`src/rtl/dsp_axis_pkg.sv`:
```
// Shared constants for the AXI-Stream operand splitter: default sizes and lane indices.
package dsp_axis_pkg;

    localparam int unsigned DEFAULT_DATA_WIDTH = 16;
    localparam int unsigned DEFAULT_DEPTH      = 4;
    localparam int unsigned PKT_COUNT_WIDTH    = 16;

    localparam int unsigned NUM_LANES = 3;
    localparam int unsigned LANE_A    = 0;
    localparam int unsigned LANE_B    = 1;
    localparam int unsigned LANE_C    = 2;

    // Occupancy counter width for a buffer of the given depth (counts 0..depth inclusive).
    function automatic int unsigned occ_width(input int unsigned depth);
        return $clog2(depth) + 1;
    endfunction

endpackage

```
`src/rtl/dsp_axis_operand_splitter_if.sv`:
```
// Bundle of the packed-operand input stream and the three per-lane output streams.
interface dsp_axis_operand_splitter_if #(
    parameter int unsigned DATA_WIDTH = dsp_axis_pkg::DEFAULT_DATA_WIDTH
);

    logic [3*DATA_WIDTH-1:0] s_axis_data;
    logic                    s_axis_valid;
    logic                    s_axis_last;
    logic                    s_axis_ready;

    logic [DATA_WIDTH-1:0]   m_axis_data_a;
    logic [DATA_WIDTH-1:0]   m_axis_data_b;
    logic [DATA_WIDTH-1:0]   m_axis_data_c;
    logic                    m_axis_valid_a;
    logic                    m_axis_valid_b;
    logic                    m_axis_valid_c;
    logic                    m_axis_last_a;
    logic                    m_axis_last_b;
    logic                    m_axis_last_c;
    logic                    m_axis_ready_a;
    logic                    m_axis_ready_b;
    logic                    m_axis_ready_c;

    // Splitter side: consumes the packed stream, sources the lane streams.
    modport slave (
        input  s_axis_data, s_axis_valid, s_axis_last,
        output s_axis_ready,
        output m_axis_data_a, m_axis_data_b, m_axis_data_c,
        output m_axis_valid_a, m_axis_valid_b, m_axis_valid_c,
        output m_axis_last_a, m_axis_last_b, m_axis_last_c,
        input  m_axis_ready_a, m_axis_ready_b, m_axis_ready_c
    );

    // Environment side: sources the packed stream, consumes the lane streams.
    modport master (
        output s_axis_data, s_axis_valid, s_axis_last,
        input  s_axis_ready,
        input  m_axis_data_a, m_axis_data_b, m_axis_data_c,
        input  m_axis_valid_a, m_axis_valid_b, m_axis_valid_c,
        input  m_axis_last_a, m_axis_last_b, m_axis_last_c,
        output m_axis_ready_a, m_axis_ready_b, m_axis_ready_c
    );

endinterface

```
`src/rtl/dsp_axis_operand_splitter_lane_fifo.sv`:
```
// Per-lane buffer holding operand data plus its last flag, with occupancy and
// a look-ahead full flag so the upstream ready can be registered.
module axis_lane_fifo
    import dsp_axis_pkg::*;
#(
    parameter int unsigned WIDTH = DEFAULT_DATA_WIDTH,
    parameter int unsigned DEPTH = DEFAULT_DEPTH
) (
    input  logic                        clk,
    input  logic                        rst_n,
    input  logic                        push,
    input  logic [WIDTH-1:0]            push_data,
    input  logic                        push_last,
    input  logic                        pop,
    output logic [WIDTH-1:0]            pop_data,
    output logic                        pop_last,
    output logic                        full,
    output logic                        full_nxt,
    output logic                        empty,
    output logic [occ_width(DEPTH)-1:0] occupancy
);

    localparam int unsigned PTR_W = $clog2(DEPTH);
    localparam int unsigned OCC_W = occ_width(DEPTH);

    logic [WIDTH:0]     mem [DEPTH];
    logic [PTR_W-1:0]   wr_ptr;
    logic [PTR_W-1:0]   rd_ptr;
    logic [OCC_W-1:0]   occ;
    logic [OCC_W-1:0]   occ_nxt;
    logic               do_push;
    logic               do_pop;

    // Guard both ends so a stray request can never corrupt the pointers.
    assign do_push = push & ~full;
    assign do_pop  = pop & ~empty;

    // Next occupancy: a simultaneous push and pop leaves it unchanged.
    always_comb begin
        occ_nxt = occ;
        unique case ({do_push, do_pop})
            2'b10:   occ_nxt = occ + OCC_W'(1);
            2'b01:   occ_nxt = occ - OCC_W'(1);
            default: occ_nxt = occ;
        endcase
    end

    // Pointers and occupancy; DEPTH is a power of two so pointers wrap naturally.
    always_ff @(posedge clk or negedge rst_n) begin
        if (!rst_n) begin
            wr_ptr <= '0;
            rd_ptr <= '0;
            occ    <= '0;
        end else begin
            if (do_push) begin
                wr_ptr <= wr_ptr + PTR_W'(1);
            end
            if (do_pop) begin
                rd_ptr <= rd_ptr + PTR_W'(1);
            end
            occ <= occ_nxt;
        end
    end

    // Entry storage; contents are only observed through the occupancy-qualified head.
    always_ff @(posedge clk) begin
        if (do_push) begin
            mem[wr_ptr] <= {push_last, push_data};
        end
    end

    assign empty     = (occ == '0);
    assign full      = (occ == OCC_W'(DEPTH));
    assign full_nxt  = (occ_nxt == OCC_W'(DEPTH));
    assign occupancy = occ;

    // Head entry is forced to zero while empty so reset and idle outputs are clean.
    assign pop_data = empty ? '0   : mem[rd_ptr][WIDTH-1:0];
    assign pop_last = empty ? 1'b0 : mem[rd_ptr][WIDTH];

endmodule

```
`src/rtl/dsp_axis_operand_splitter.sv`:
```
// Splits a packed {c, b, a} operand stream into three independently drained
// lane streams, each buffered so slow consumers do not stall the others
// until their buffer fills.
module dsp_axis_operand_splitter
    import dsp_axis_pkg::*;
#(
    parameter int unsigned DATA_WIDTH = DEFAULT_DATA_WIDTH,
    parameter int unsigned DEPTH      = DEFAULT_DEPTH
) (
    input  logic                       clk,
    input  logic                       reset,
    dsp_axis_operand_splitter_if.slave axis,
    output logic [PKT_COUNT_WIDTH-1:0] pkt_count
);

    localparam int unsigned OCC_W = occ_width(DEPTH);

    logic                  in_ready;
    logic                  accept;
    logic [NUM_LANES-1:0]  lane_ready;
    logic [NUM_LANES-1:0]  lane_valid;
    logic [NUM_LANES-1:0]  lane_pop;
    logic [NUM_LANES-1:0]  lane_last;
    logic [NUM_LANES-1:0]  lane_full;
    logic [NUM_LANES-1:0]  lane_full_nxt;
    logic [NUM_LANES-1:0]  lane_empty;
    logic [DATA_WIDTH-1:0] lane_data [NUM_LANES];
    logic [OCC_W-1:0]      lane_occ  [NUM_LANES];

    // A beat is taken only when every lane has room.
    assign accept = axis.s_axis_valid & in_ready & ~(|lane_full);

    // Gather the per-lane downstream readies into a vector.
    always_comb begin
        lane_ready         = '0;
        lane_ready[LANE_A] = axis.m_axis_ready_a;
        lane_ready[LANE_B] = axis.m_axis_ready_b;
        lane_ready[LANE_C] = axis.m_axis_ready_c;
    end

    // One buffer per lane; all three are written by the same accepted beat.
    for (genvar l = 0; l < NUM_LANES; l++) begin : g_lane
        axis_lane_fifo #(
            .WIDTH (DATA_WIDTH),
            .DEPTH (DEPTH)
        ) u_fifo (
            .clk       (clk),
            .rst_n     (reset),
            .push      (accept),
            .push_data (axis.s_axis_data[l*DATA_WIDTH +: DATA_WIDTH]),
            .push_last (axis.s_axis_last),
            .pop       (lane_pop[l]),
            .pop_data  (lane_data[l]),
            .pop_last  (lane_last[l]),
            .full      (lane_full[l]),
            .full_nxt  (lane_full_nxt[l]),
            .empty     (lane_empty[l]),
            .occupancy (lane_occ[l])
        );

        assign lane_valid[l] = (lane_occ[l] != '0);
        assign lane_pop[l]   = ~lane_empty[l] & lane_ready[l];
    end

    // Upstream ready registered from next-cycle occupancy, so it never sees m_axis_ready combinationally.
    always_ff @(posedge clk or negedge reset) begin
        if (!reset) begin
            in_ready <= 1'b0;
        end else begin
            in_ready <= ~(|lane_full_nxt);
        end
    end

    // Packets accepted: one per beat carrying last, wrapping at the counter width.
    always_ff @(posedge clk or negedge reset) begin
        if (!reset) begin
            pkt_count <= '0;
        end else if (accept && axis.s_axis_last) begin
            pkt_count <= pkt_count + PKT_COUNT_WIDTH'(1);
        end
    end

    assign axis.s_axis_ready   = in_ready;

    assign axis.m_axis_data_a  = lane_data[LANE_A];
    assign axis.m_axis_data_b  = lane_data[LANE_B];
    assign axis.m_axis_data_c  = lane_data[LANE_C];
    assign axis.m_axis_valid_a = lane_valid[LANE_A];
    assign axis.m_axis_valid_b = lane_valid[LANE_B];
    assign axis.m_axis_valid_c = lane_valid[LANE_C];
    assign axis.m_axis_last_a  = lane_last[LANE_A];
    assign axis.m_axis_last_b  = lane_last[LANE_B];
    assign axis.m_axis_last_c  = lane_last[LANE_C];

endmodule

```
`src/flat_wrapper.sv`:
```
// flat-port wrapper written by rule: the top's interface ports become plain ports
module dsp_axis_operand_splitter_flat import dsp_axis_pkg::*;
#(
    parameter int unsigned DATA_WIDTH = DEFAULT_DATA_WIDTH,
    parameter int unsigned DEPTH      = DEFAULT_DEPTH
)
  (clk, reset, pkt_count, axis_s_axis_data, axis_s_axis_valid, axis_s_axis_last, axis_s_axis_ready, axis_m_axis_data_a, axis_m_axis_data_b, axis_m_axis_data_c, axis_m_axis_valid_a, axis_m_axis_valid_b, axis_m_axis_valid_c, axis_m_axis_last_a, axis_m_axis_last_b, axis_m_axis_last_c, axis_m_axis_ready_a, axis_m_axis_ready_b, axis_m_axis_ready_c);
  dsp_axis_operand_splitter_if #(.DATA_WIDTH(DATA_WIDTH)) axis_i ();
  input  logic clk;
  input  logic reset;
  output logic [PKT_COUNT_WIDTH-1:0] pkt_count;
  input wire logic [$bits(axis_i.s_axis_data)-1:0] axis_s_axis_data;
  input wire logic [$bits(axis_i.s_axis_valid)-1:0] axis_s_axis_valid;
  input wire logic [$bits(axis_i.s_axis_last)-1:0] axis_s_axis_last;
  output wire logic [$bits(axis_i.s_axis_ready)-1:0] axis_s_axis_ready;
  output wire logic [$bits(axis_i.m_axis_data_a)-1:0] axis_m_axis_data_a;
  output wire logic [$bits(axis_i.m_axis_data_b)-1:0] axis_m_axis_data_b;
  output wire logic [$bits(axis_i.m_axis_data_c)-1:0] axis_m_axis_data_c;
  output wire logic [$bits(axis_i.m_axis_valid_a)-1:0] axis_m_axis_valid_a;
  output wire logic [$bits(axis_i.m_axis_valid_b)-1:0] axis_m_axis_valid_b;
  output wire logic [$bits(axis_i.m_axis_valid_c)-1:0] axis_m_axis_valid_c;
  output wire logic [$bits(axis_i.m_axis_last_a)-1:0] axis_m_axis_last_a;
  output wire logic [$bits(axis_i.m_axis_last_b)-1:0] axis_m_axis_last_b;
  output wire logic [$bits(axis_i.m_axis_last_c)-1:0] axis_m_axis_last_c;
  input wire logic [$bits(axis_i.m_axis_ready_a)-1:0] axis_m_axis_ready_a;
  input wire logic [$bits(axis_i.m_axis_ready_b)-1:0] axis_m_axis_ready_b;
  input wire logic [$bits(axis_i.m_axis_ready_c)-1:0] axis_m_axis_ready_c;
  assign axis_i.s_axis_data = axis_s_axis_data;
  assign axis_i.s_axis_valid = axis_s_axis_valid;
  assign axis_i.s_axis_last = axis_s_axis_last;
  assign axis_s_axis_ready = axis_i.s_axis_ready;
  assign axis_m_axis_data_a = axis_i.m_axis_data_a;
  assign axis_m_axis_data_b = axis_i.m_axis_data_b;
  assign axis_m_axis_data_c = axis_i.m_axis_data_c;
  assign axis_m_axis_valid_a = axis_i.m_axis_valid_a;
  assign axis_m_axis_valid_b = axis_i.m_axis_valid_b;
  assign axis_m_axis_valid_c = axis_i.m_axis_valid_c;
  assign axis_m_axis_last_a = axis_i.m_axis_last_a;
  assign axis_m_axis_last_b = axis_i.m_axis_last_b;
  assign axis_m_axis_last_c = axis_i.m_axis_last_c;
  assign axis_i.m_axis_ready_a = axis_m_axis_ready_a;
  assign axis_i.m_axis_ready_b = axis_m_axis_ready_b;
  assign axis_i.m_axis_ready_c = axis_m_axis_ready_c;
  dsp_axis_operand_splitter #(.DATA_WIDTH(DATA_WIDTH), .DEPTH(DEPTH)) u_core (.clk(clk), .reset(reset), .axis(axis_i), .pkt_count(pkt_count));
endmodule
```
`config.mk`:
```
export PLATFORM = sky130hd
export DESIGN_NAME = dsp_axis_operand_splitter_flat
export DESIGN_NICKNAME = d
export VERILOG_FILES = /design/src/rtl/dsp_axis_pkg.sv /design/src/rtl/dsp_axis_operand_splitter_if.sv /design/src/rtl/dsp_axis_operand_splitter_lane_fifo.sv /design/src/rtl/dsp_axis_operand_splitter.sv /design/src/flat_wrapper.sv
export SDC_FILE = /design/constraint.sdc
export NUM_CORES = 1
export LEC_CHECK = 0
export CAP_MARGIN = 25
export CORE_ASPECT_RATIO = 1.1
export CORE_UTILIZATION = 45
export CTS_BUF_LIST = sky130_fd_sc_hd__clkbuf_2 sky130_fd_sc_hd__clkbuf_4 sky130_fd_sc_hd__clkbuf_8
export CTS_CLUSTER_DIAMETER = 60
export CTS_CLUSTER_SIZE = 30
export DETAILED_ROUTE_END_ITERATION = 7
export PLACE_DENSITY = 0.71
export SLEW_MARGIN = 40
export SYNTH_ARGS = -nofsm -noshare
export SYNTH_HDL_FRONTEND = slang
export SYNTH_SLANG_ARGS = --single-unit
```
`constraint.sdc`:
```
create_clock -name clk -period 6.7 [get_ports clk]
set_input_delay 2.01 -clock clk [delete_from_list [all_inputs] [get_ports clk]]
set_output_delay 2.01 -clock clk [all_outputs]
set_load 0.03 [all_outputs]
```
==> results of run 1 <==
-- cell usage in the layout, fill, tap and decap left out, types with 3 or more instances in the layout --
cell             instances
and3_1                   4
xor2_1                  10
dfrtp_1                 34
and2_1                  54
edfxtp_1               204
fa_1                     3
ha_1                    16
xnor2_1                 24
nand2_1                 13
or3_1                    4
mux4_2                  51
o21ai_0                  6
and2_2                  12
clkbuf_8                17
dfrtp_2                  4
nand4_1                  6
buf_4                    5
nor2_1                   3
nand3_1                  7
clkdlybuf4s50_1        124
inv_1                   18
-- kinds of logic (layout without fill, tap and decap cells) --
group,count (synthesis),after routing,share of synthesized area
xor+xnor,34,34,0.03050
mux,53,53,0.1198
buf+inv,39,175,0.01794
compound gates,10,10,0.005510
fa+ha+maj,19,19,0.02665
simple gates,117,117,0.07483
flops,242,242,0.7248
-- where the power goes --
part	leakage [nW]	switching (W)	internal, W
logic	1.45	0.00122	0.00108
registers	2.32	0.000243	0.00194
clock network	0.185	0.000476	0.000311
-- per-stage QoR --
stage / hold WS (ns) / setup WS [ns]
floorplan: 0.4851 / 2.814
global placement: 0.4628 / 2.098
detailed placement: 0.4683 / 1.968
CTS: 0.4858 / 1.667
global route: 0.5022 / 1.570
finish: 0.4821 / 1.806
-- final cells by class --
| type | instances | area, sq um |
|---|---|---|
| clock buffers | 19 | 249.0 |
| clock inverters | 9 | 106.4 |
| fillers | 1685 | 9618 |
| inverters | 18 | 67.56 |
| multi-input cells | 233 | 2536 |
| flip-flops and latches | 242 | 7082 |
| well taps | 290 | 362.8 |
| repair buffers | 129 | 1279 |
-- flip-flops by register name (all words and copies together) (netlist names) --
signal                          cells
u_core.g_lane.u_fifo.rd_ptr         6
u_core.g_lane.u_fifo.wr_ptr         6
u_core.g_lane.u_fifo.occupancy      9
u_core.axis.s_axis_ready            1
u_core.pkt_count                   16
u_core.g_lane.u_fifo.mem          204
-- layer usage --
layer	share of wire	vias to the layer above	track usage	wire, um
met5	0	-	0	0
met1	0.41	2508	0.1978	7189
met4	0.014	0	0.04199	243
met3	0.045	16	0.02815	786
met2	0.53	114	0.3053	9405
li1	-	2207	-	-
-- critical path, stage by stage (launching register included) --
cell             delay (ns)
dfrtp_1                0.71
buf_4                  0.35
mux4_2                 0.53
and2_1                 0.18
clkdlybuf4s50_1        0.59
-- synth_stat cells, types with 2 or more instances --
master | count | area (sq um)
edfxtp_1 | 204 | 6126
and2_1 | 66 | 412.9
mux4_2 | 51 | 1149
dfrtp_1 | 38 | 950.9
xnor2_1 | 24 | 210.2
inv_1 | 18 | 67.56
ha_1 | 16 | 200.2
nand2_1 | 13 | 48.80
xor2_1 | 10 | 87.58
clkbuf_1 | 9 | 33.78
buf_2 | 8 | 40.04
nand3_1 | 7 | 35.03
nand4_1 | 6 | 37.54
o21ai_0 | 6 | 30.03
and3_1 | 4 | 25.02
or3_1 | 4 | 25.02
buf_4 | 3 | 22.52
fa_1 | 3 | 60.06
nor2_1 | 3 | 11.26
and4_1 | 2 | 17.52
nor2b_1 | 2 | 12.51
nor3b_1 | 2 | 15.01
-- how the worst max path moves through the flow --
stage	startpoint	end	slack, ns	depth (start not counted)
final	u_core.g_lane[0].u_fifo.rd_ptr[0]$_DFFE_PN0P_	axis_m_axis_data_a[7]	1.81	4
after global routing	u_core.g_lane[0].u_fifo.rd_ptr[0]$_DFFE_PN0P_	axis_m_axis_data_a[12]	1.57	4
after CTS	u_core.g_lane[0].u_fifo.rd_ptr[0]$_DFFE_PN0P_	axis_m_axis_data_a[12]	1.67	4
after detailed placement	axis_s_axis_valid	u_core.axis.s_axis_ready$_DFF_PN0_	1.97	12
after global placement	axis_s_axis_valid	u_core.axis.s_axis_ready$_DFF_PN0_	2.10	12
after floorplan	axis_s_axis_valid	u_core.axis.s_axis_ready$_DFF_PN0_	2.81	11
==> run metrics, run 1 <==
status finished, final reports clean; worst slew pin tran 0.7169 ns; H-tree level count 1; die area 22290 sq um; final setup skew 0.02368 ns; overall power 0.005271 W; non-filler cells, final 940; Worst Path Arrival 2.88 ns; hold path start u_core.pkt_count[15]$_DFFE_PN0P_; Critical Path End Type output port; Min-Delay Path Depth 1; dpl cell area 11320 sq um; clock period minus worst slack 4.894 ns; Reg clk slew, reported paths 0.14 ns; syn_area_per_cell 19.00 sq um; R2R Path End u_core.axis.s_axis_ready$_DFF_PN0_; kind of critical path reg -> out; Pins Over Slew Limit 0; CTS sink count 242; initial core utilization 0.4584; Yosys cell types 37; Layout Cell Area excl Fill 11680 sq um; post-route ant nets 0; maximum capacitance violations 0; Post-synth EDFFs 204; Hold EP u_core.pkt_count[15]$_DFFE_PN0P_; Placed Cells 911; ys async rst share 0.1570; hpwl dp 11.24 mm; layout net count 714; Critical Path Source Type register; RSZ-0062 raised after global routing no; Seq/Total Area, Yosys 0.7248; hold buffers post-CTS 0; final count of hold timing violations 0; Overflow after GRT 0; Root Driver clkbuf_8; vias in the first global route 5277; relative slew slack 0.5210; leak pwr 3.958 nW; antenna cells 0; Layout Utilization 0.5485; IO Pins 126; Final period util 0.7304; Max Buffers Root-to-Sink 3; CORE AREA 21300 sq um; setup TNS 0 ns; die height 156.5 um; cts bufs inserted 16; total track usage 0.1648; post-CTS resize count 0; # setup viols final 0; total number of vias 4845; Max Clk Rate 204.3 MHz; CTS tree built; worst endpoint required time 4.69 ns; worst hold path type reg -> reg; Peak supply drop 0.0002768 V; syn nets 588; proportion of layout cells with a drive suffix above 1 0.1600; RePlAce Congestion 0.6941; synthesized cell area 9764 sq um; FF-to-FF setup slack 3.68 ns; Main synth FF type edfxtp_1; DIE WIDTH 142.5 um; r2r startpoint u_core.g_lane[1].u_fifo.occupancy[0]$_DFF_PN0_; routed length per placed instance 18.75 um; pin count of the biggest net entering global routing 39; Worst-Skew Late Latency 0.52 ns; DR DRC count 0; Syn Inst Count 514; IO Port Bufs 125; Layout area overhead 19.64%; Post-CTS Setup Repair Bufs 0; R2R cell count 11; total wire length 17.63 mm; Pwr Density 451.1 nW/um^2; via/cell ratio 5.154; Syn. warnings 0; largest fanout on the critical path 11; Yosys reg bits 242; initial antenna violation count 0; drt initial violations 226; row count 56; first-pass detailed-route iteration total 4; first-pass GRT wire length 27.95 mm
(Power assumes the default switching activity.)
==> inputs of run 2 (changes only) <==
==> constraint.sdc (replaced) <==
create_clock -name clk -period 4.7 [get_ports clk]
set_input_delay 1.41 -clock clk [delete_from_list [all_inputs] [get_ports clk]]
set_output_delay 1.41 -clock clk [all_outputs]
set_load 0.03 [all_outputs]
==> run 2 against run 1 <==
Effect of this change: flip-flop and latch count unchanged; non-clock buffer count rose by 2; count of clock-buffer cells in the layout down 2; via count shrank 0.29%; die area unchanged; utilization grew 0.25 points; hold slack gained 0.013 ns; setup slack worse by 1.3 ns.
==> run metrics, run 2 (synthesis gave the netlist of run 1 again) <==
clock period minus worst slack 4.194 ns; Post-CTS Setup Repair Bufs 0; post-CTS resize count 0; first-pass detailed-route iteration total 4; pin count of the biggest net entering global routing 39; drt initial violations 292; RePlAce Congestion 0.6933; worst slew pin tran 0.7567 ns; R2R cell count 11; R2R Path End u_core.axis.s_axis_ready$_DFF_PN0_; crit path launch u_core.g_lane[0].u_fifo.rd_ptr[0]$_DFFE_PN0P_; status finished, final reports clean; DIE WIDTH 142.5 um; RSZ-0062 raised after global routing no; Worst-Skew Late Latency 0.53 ns; total wire length 17.82 mm; area of the multi-input gates 2536 sq um; most frequent cells in the layout 204 x edfxtp_1, 124 x clkdlybuf4s50_1, 54 x and2_1; die height 156.5 um; routed length per placed instance 18.91 um; initial antenna violation count 0; proportion of layout cells with a drive suffix above 1 0.1610; worst hold path type reg -> reg; Peak supply drop 0.0004331 V; kind of critical path reg -> out; switching share of power 0.3695; first-pass GRT wire length 28.08 mm; cts bufs inserted 16; total number of vias 4831; FF-to-FF setup slack 1.72 ns; most common cell after layout, fill and taps aside edfxtp_1; Reg with most FFs u_core.g_lane.u_fifo.mem; IO Pins 126; largest fanout on the critical path 10; # setup viols final 0; overall power 0.007568 W; non-filler cells, final 942; Clk pwr share 0.150; initial core utilization 0.4584; Layout Cell Area excl Fill 11740 sq um; max FFs per register 204; post-route ant nets 0; antenna cells 0; fill count 1735; Layout Utilization 0.5510; Final period util 0.8924; Layout area overhead 20.20%; vias in the first global route 5273; CTS tree built; IO Port Bufs 125; maximum capacitance violations 0; Placed Cells 913; H-tree level count 1; register area 7081 sq um; layout net count 716; via/cell ratio 5.128; r2r startpoint u_core.g_lane[0].u_fifo.occupancy[1]$_DFF_PN0_; DR DRC count 0; row count 56; CTS sink count 242; Min-Delay Path Depth 1; Pins Over Slew Limit 0; Root Driver clkbuf_8; final setup skew 0.02407 ns; total track usage 0.1647; setup TNS 0 ns; Critical Path Source Type register; Max Buffers Root-to-Sink 3; Max Clk Rate 238.4 MHz; power share of the sequential group 0.408; worst endpoint required time 3.29 ns; Int Power 0.004772 W; Pwr Density 644.8 nW/um^2; Logic pwr share 0.443; Critical Path End Type output port; dpl cell area 11360 sq um; relative slew slack 0.4945; Reg clk slew, reported paths 0.13 ns; hold buffers post-CTS 0; Overflow after GRT 0; CORE AREA 21300 sq um; crit path capture axis_m_axis_data_a[6]; Switching Power 0.002796 W; Worst Path Arrival 2.78 ns; hpwl dp 11.27 mm; final count of hold timing violations 0; die area 22290 sq um; leak pwr 3.977 nW
-- run 2: critical path: stages (launching register included) --
cell	delay, ns
dfrtp_1	0.75
buf_12	0.23
mux4_2	0.51
and2_1	0.18
clkdlybuf4s50_1	0.59
-- run 2: worst min-delay path by stage --
stage,start,endpoint
2_1_floorplan,u_core.g_lane[2].u_fifo.occupancy[2]$_DFF_PN0_,u_core.g_lane[2].u_fifo.occupancy[2]$_DFF_PN0_
3_3_place_gp,u_core.pkt_count[15]$_DFFE_PN0P_,u_core.pkt_count[15]$_DFFE_PN0P_
3_5_place_dp,u_core.pkt_count[15]$_DFFE_PN0P_,u_core.pkt_count[15]$_DFFE_PN0P_
4_1_cts,u_core.pkt_count[15]$_DFFE_PN0P_,u_core.pkt_count[15]$_DFFE_PN0P_
5_1_grt,u_core.pkt_count[15]$_DFFE_PN0P_,u_core.pkt_count[15]$_DFFE_PN0P_
6_report,u_core.pkt_count[15]$_DFFE_PN0P_,u_core.pkt_count[15]$_DFFE_PN0P_
-- run 2: area by class of cell --
type,count,area share
Clock inverter,11,0.01162
Multi-Input combinational cell,233,0.2161
Tap cell,290,0.03092
Timing Repair Buffer,131,0.1124
Inverter,18,0.005757
Sequential cell,242,0.6033
Clock buffer,17,0.01994
-- run 2: power groups by stage --
stage	Sequential [W]	Combinational (W)	Clock [W]
global route	0.00314	0.00360	0.00123
detailed placement	0.00314	0.00339	0
global placement	0.00311	0.00331	0
finish	0.00308	0.00335	0.00113
floorplan	0.00298	0.00228	0
CTS	0.00309	0.00341	0.00117
-- run 2: per-layer routing --
layer / wire, um / up-vias / GRT usage
met2: 9407 / 98 / 0.2983
met1: 7423 / 2506 / 0.2079
li1: - / 2207 / -
met5: 0 / - / 0
met4: 251 / 0 / 0.03738
met3: 734 / 20 / 0.02509
-- run 2: per-stage QoR --
stage | hold slack (ns) | setup WS, ns
2_1_floorplan | 0.4851 | 1.414
3_3_place_gp | 0.4632 | 0.9322
3_5_place_dp | 0.4768 | 0.7617
4_1_cts | 0.4961 | 0.4018
5_1_grt | 0.5023 | 0.3006
6_report | 0.4956 | 0.5056
